[src/rtl/syscall_unit.sv]
// Syscall handler: halt / display / pause services and the core-wide stall.
// Optional retired-syscall counter built when SYSCALL_COUNTER_EN is defined.
module syscall_unit #(
  parameter int          CNT_W     = 16,
  parameter logic [31:0] SVC_HALT  = 32'd10,
  parameter logic [31:0] SVC_DISP  = 32'd34,
  parameter logic [31:0] SVC_PAUSE = 32'd50
) (
  input  logic             clk,
  input  logic             rst,
  input  logic             en,
  input  logic             syscall_en,
  input  logic [31:0]      v0,
  input  logic [31:0]      a0,
  input  logic             resume,
  output logic             stall,
  output logic             halted,
  output logic [31:0]      disp_data,
  output logic             disp_valid,
  output logic [CNT_W-1:0] syscall_count
);

  typedef enum logic [1:0] {
    RUN   = 2'd0,
    PAUSE = 2'd1,
    HALT  = 2'd2
  } state_t;

  state_t state, state_nxt;
  logic   resume_q;
  logic   accept;
  logic   resume_rise;

  assign accept      = en & syscall_en & (state == RUN);
  assign resume_rise = resume & ~resume_q;
  assign stall       = (state != RUN);
  assign halted      = (state == HALT);

  always_ff @(posedge clk or posedge rst) begin
    if (rst) begin
      state    <= RUN;
      resume_q <= 1'b0;
    end else begin
      state    <= state_nxt;
      resume_q <= resume;
    end
  end

  always_comb begin
    state_nxt = state;
    case (state)
      RUN: begin
        if (accept) begin
          if (v0 == SVC_HALT)       state_nxt = HALT;
          else if (v0 == SVC_PAUSE) state_nxt = PAUSE;
        end
      end
      PAUSE:   if (resume_rise) state_nxt = RUN;
      HALT:    state_nxt = HALT;
      default: state_nxt = RUN;
    endcase
  end

  always_ff @(posedge clk or posedge rst) begin
    if (rst) begin
      disp_data  <= '0;
      disp_valid <= 1'b0;
    end else begin
      disp_valid <= accept && (v0 == SVC_DISP);
      if (accept && (v0 == SVC_DISP)) disp_data <= a0;
    end
  end

`ifdef SYSCALL_COUNTER_EN
  logic [CNT_W-1:0] cnt;

  // Saturates so a long-running program never wraps the debug count back to 0.
  always_ff @(posedge clk or posedge rst) begin
    if (rst)                       cnt <= '0;
    else if (accept && (cnt != '1)) cnt <= cnt + 1'b1;
  end

  assign syscall_count = cnt;
`else
  assign syscall_count = '0;
`endif

endmodule
[config.mk]
export PLATFORM = sky130hd
export DESIGN_NAME = syscall_unit
export DESIGN_NICKNAME = d
export VERILOG_FILES = /design/src/rtl/syscall_unit.sv
export SDC_FILE = /design/constraint.sdc
export NUM_CORES = 1
export LEC_CHECK = 0
export CORE_ASPECT_RATIO = 1.5
export CORE_MARGIN = 2
export CORE_UTILIZATION = 25
export CTS_CLUSTER_DIAMETER = 30
export DETAILED_ROUTE_END_ITERATION = 8
export GPL_TIMING_DRIVEN = 0
export PLACE_DENSITY = 0.66
export SLEW_MARGIN = 20
export SYNTH_ARGS = -nofsm -noshare
export SYNTH_HDL_FRONTEND = slang
export SYNTH_SLANG_ARGS = --single-unit
export TNS_END_PERCENT = 10
[constraint.sdc]
create_clock -name clk -period 2.4 [get_ports clk]
set_input_delay 0.36 -clock clk [delete_from_list [all_inputs] [get_ports clk]]
set_output_delay 0.36 -clock clk [all_outputs]
set_load 0.02 [all_outputs]
Word level (Yosys, flattened, before mapping)
Index checks and enable logic that the tools add are counted.
W data, S select, Z words.
- memories kept: 0
- logic and storage cells: 25
- register bits: 36
- memory bits (writable): 0
- input bits: 69
- output and inout port bits: 51
- ROM bits: 0
- latch bits: 0
- multipliers: 0
- shifts and indexed selects: 0
- reductions and logical operators: 4
- $lt $le $gt $ge: 0
- bitwise logic cells: 4
- add/subtract/negate cells: 0
- eq/ne operators: 8
- div/mod/pow operators: 0
- mux-type cells: 5
- operator list (operator ; number):
    $eq A32 B6 Y1 const B ; 2
    $eq A32 B4 Y1 const B ; 1
    $mux W2 ; 4
    $pmux W2 S3 ; 1
    $ne A2 B2 Y1 const B ; 2
    $and A1 B1 Y1 ; 3
    $ne A3 B1 Y1 const B ; 1
    $reduce_and A3 Y1 ; 1
    $eq A2 B1 Y1 const B ; 1
    $eq A2 B2 Y1 const B ; 1
    $logic_not A2 Y1 ; 1
    $reduce_bool A2 Y1 ; 1
    $logic_and A1 B1 Y1 ; 1
    $not A1 Y1 ; 1

Logic depth before layout (Yosys ltp)
- depth after elaboration: 5
- depth in mapped cells: 5
- depth with buffers taken out: 4

Worst setup path after synthesis
No wires, ideal clock.
- path kind: reg2reg
- start point: register state[0]
- end point: register disp_data[0]
- buffers on the path: 1
- clock period less this slack: 1.896 ns
- cell stages (with the launch flop): 6
- path slack: 0.504 ns
- setup time: 0.125 ns
- data arrival time: 1.771 ns
- data required time: 2.275 ns
- cells stage by stage: dfrtp_1 nor4b_1 nand4_1 nor4_4 buf_6 mux2_4
- longest elaborated chain between the ends: 3
- ends and longest elaborated chain (what ; RTL line ; source):
    from (decl) ; 29 ; state_t state, state_nxt;
    from (signal assigned) ; 44 ; state <= state_nxt;
    $logic_not A2 Y1 ; 34 ; assign accept = en & syscall_en & (state == RUN);
    $and A1 B1 Y1 ; 34 ;
    $logic_and A1 B1 Y1 ; 70 ; if (accept && (v0 == SVC_DISP)) disp_data <= a0;
    to (signal assigned) ; 66 ; disp_data <= '0;
    to (signal assigned) ; 70 ;
    to (decl) ; 18 ; output logic [31:0] disp_data,
No other way between the ends.
A chain may end at the register's enable or synchronous reset.

Worst setup path in the final report
- start point: input v0[12]
- end point: register disp_data[12]
- longest elaborated chain between the ends: 2
- ends and longest elaborated chain (what ; RTL line ; source):
    from (decl) ; 13 ; input logic [31:0] v0,
    $eq A32 B6 Y1 ; 70 ;
    $logic_and A1 B1 Y1 ; 70 ;
No other way between the ends.

==> run metrics <==
outcome=finished clean; Yosys top cell by area=dfrtp_1; IR drop worst, VDD=0.226 mV; sequential power share=50.2%; CP peak stage delay=0.52 ns; RSZ-0062 raised after global routing=false; Worst EP arrival=2.38 ns; TritonCTS Buffers=5; top-area cell type share of the netlist area=52.7%; largest fanout on the critical path=10; root buffer cell=clkbuf_8; worst path required time=2.56 ns; Reg clk slew, reported paths=0.08 ns; met3 Usage GRT=2.49%; Distinct cells, synth=20; PwrDens=402 mW/mm²; nets=306; DR WL/cell=12.8 µm; first-pass GRT wire length=6430 µm; Critical Path Source Type=input port; core area=0.00658 mm²; crit-path cells=clkdlybuf4s50_1, nor4_1, nand4_1, nor4_4, buf_6, mux2_4; hold-fix buffers at CTS=0; ys async rst share=100%; Final Total Pwr=1.21 mW; Final period util=92.4%; synthesized area=0.00171 mm²; H-tree depth=2; Clk Latency, worst-skew pair=0.28 ns; Crit-path slowest cell=nor4_4; clock buffer depth=2; largest net degree at the start of global routing=20; Initial Utilization=26.0%; post-route setup slack=0.183 ns; share of post-route cells with drive strength above 1=28.2%; Max Freq=0.451 GHz; die area=0.00752 mm²; logic gate share of total power=15.1%; Tot GR Track Use=11.0%; Place WS=-0.280 ns; Routed WL=4010 µm; Syn Area/Cell=15.4 µm²; actual slew at the worst max-slew pin=0.529 ns; sequential share of the synthesized area=52.7%; Overflow after GRT=0; min cycle time layout=2.22 ns; GPL Wtd Cong=0.734; family with the most delay on the worst path=simple AND/OR/NAND/NOR gates; met2 usage=20.2%; CP Capture Type=flop; Die Y=105 µm; Vias=1,305; worst min path class=input port to asynchronous set/reset pin; post-CTS resize count=0; Post-Syn Instances=111; initial antenna violation count=0; die width=71.5 µm; Ys Warns=0; sw frac=22.9%; Post-DRT Antenna Nets=0; Port Buf Inserts=103; Worst slew margin=64.4%; M1 GR Usage=11.5%; number of remaining DRC errors=0; First-pass DRT Iterations=3; WS Path Type=input port to flop; GR peak layer=met2; EDFF count, synth=0; final clock skew=0.00819 ns; final setup violating endpoints=0; most frequent cell after synthesis=dfrtp_1; clock share of power=34.7%; DP HPWL=3250 µm; fin. max-slew vios=0; Yosys reg bits=36; Int Power=0.932 mW; initial DRC count=25; Clock Sink Count=36; # diodes=0; Synth top cells by count=dfrtp_1 (36), mux2_4 (30), buf_4 (16); Primary FF master, synth=dfrtp_1; Final Hold Vio Count=0; row cnt=36; CTS tree=done; vias in the first global route=1,403; Leakage Power=1.36 nW; Layout area overhead=76.0%; buffers plus inverters on the worst setup path=2; drt via density=4.16; postcts setup bufs=0; Synth area leaders=dfrtp_1 (53%), mux2_4 (26%), buf_4 (7.0%); Switch Pwr=0.277 mW; number of max-cap violations=0; # IOs=120
-- cell type report --
class                   instances  area, µm²
repair buffers                104       1060
clock buffers                   5       68.8
clock inverters                 3       18.8
flip-flops and latches         36        901
plain buffers                  19        154
well taps                      76       95.1
inverters                       1       3.75
multi-input cells              70        706
fillers                       623       3570
-- through the flow --
stage | hold slack (ns) | instances | TNS, ns | utilization (%) | instance area, µm²
3_3_place_gp | 0.489 | 305 | -8.19 | 43.9 | 2890
4_1_cts | 0.410 | 314 | 0 | 45.7 | 3010
6_report | 0.406 | 314 | 0 | 45.7 | 3010
5_1_grt | 0.435 | 314 | 0 | 45.7 | 3010
3_5_place_dp | 0.493 | 306 | -8.21 | 44.4 | 2920
2_1_floorplan | 0.391 | 126 | 0 | - | 1760
-- cells in the final DEF, fill, tap and decap left out, types with 2 or more instances in the layout --
master / count
buf_4: 16
nand4_1: 2
clkdlybuf4s50_1: 103
buf_6: 3
conb_1: 16
mux2_2: 2
nor4_1: 6
clkinv_2: 2
nor4b_2: 2
mux2_4: 30
dfrtp_1: 36
nor2_1: 3
clkbuf_8: 5
-- metal layers --
metal | wire (µm) | part of all wire [%] | vias to the layer above
met5 | 0 | 0 | -
met4 | 42 | 1.0 | 0
met3 | 363 | 9.1 | 2
met2 | 2210 | 55 | 80
met1 | 1390 | 35 | 610
li1 | - | - | 613
-- kinds of logic (layout without fill, tap and decap cells) --
family | Yosys count | after routing | share of synthesized area (%)
buf+inv | 20 | 132 | 9.23
other cells | 1 | 16 | 0.220
simple gates | 20 | 20 | 9.01
flops | 36 | 36 | 52.7
mux | 32 | 32 | 27.7
compound gates | 2 | 2 | 1.10
-- state kept, by name (all words and copies together) (netlist names) --
signal / count
resume_q: 1
disp_data: 32
disp_valid: 1
state: 2
-- power groups by stage --
stage	registers, mW	logic, mW	clock network (mW)
after global routing	0.607	0.195	0.471
after CTS	0.607	0.183	0.445
final	0.607	0.182	0.419
after detailed placement	0.619	0.183	0
after floorplan	0.619	0.0582	0
after global placement	0.619	0.175	0
-- worst paths after layout --
path | start | to | slack [ns] | depth (start not counted)
worst max-delay path | v0[12] | disp_data[12] | 0.18 | 6
worst min-delay path | rst | disp_data[26] | 0.41 | 2
worst max register to register | state[0] | disp_data[12] | 0.26 | 5
worst min register to register | disp_data[17] | disp_data[17] | 0.51 | 1
max in group asynchronous | rst | disp_data[27] | 1.56 | 3
min in group clk | disp_data[17] | disp_data[17] | 0.51 | 1
-- worst register-to-register path, delay by kind of cell, from the launching register on --
| kind | cells | cell delay (ns) |
|---|---|---|
| and+or+nand+nor | 3 | 1.04 |
| muxes | 1 | 0.32 |
| buffers and inverters | 1 | 0.26 |
| DFF | 1 | 0.40 |
Power figures use the tool's default switching activity.
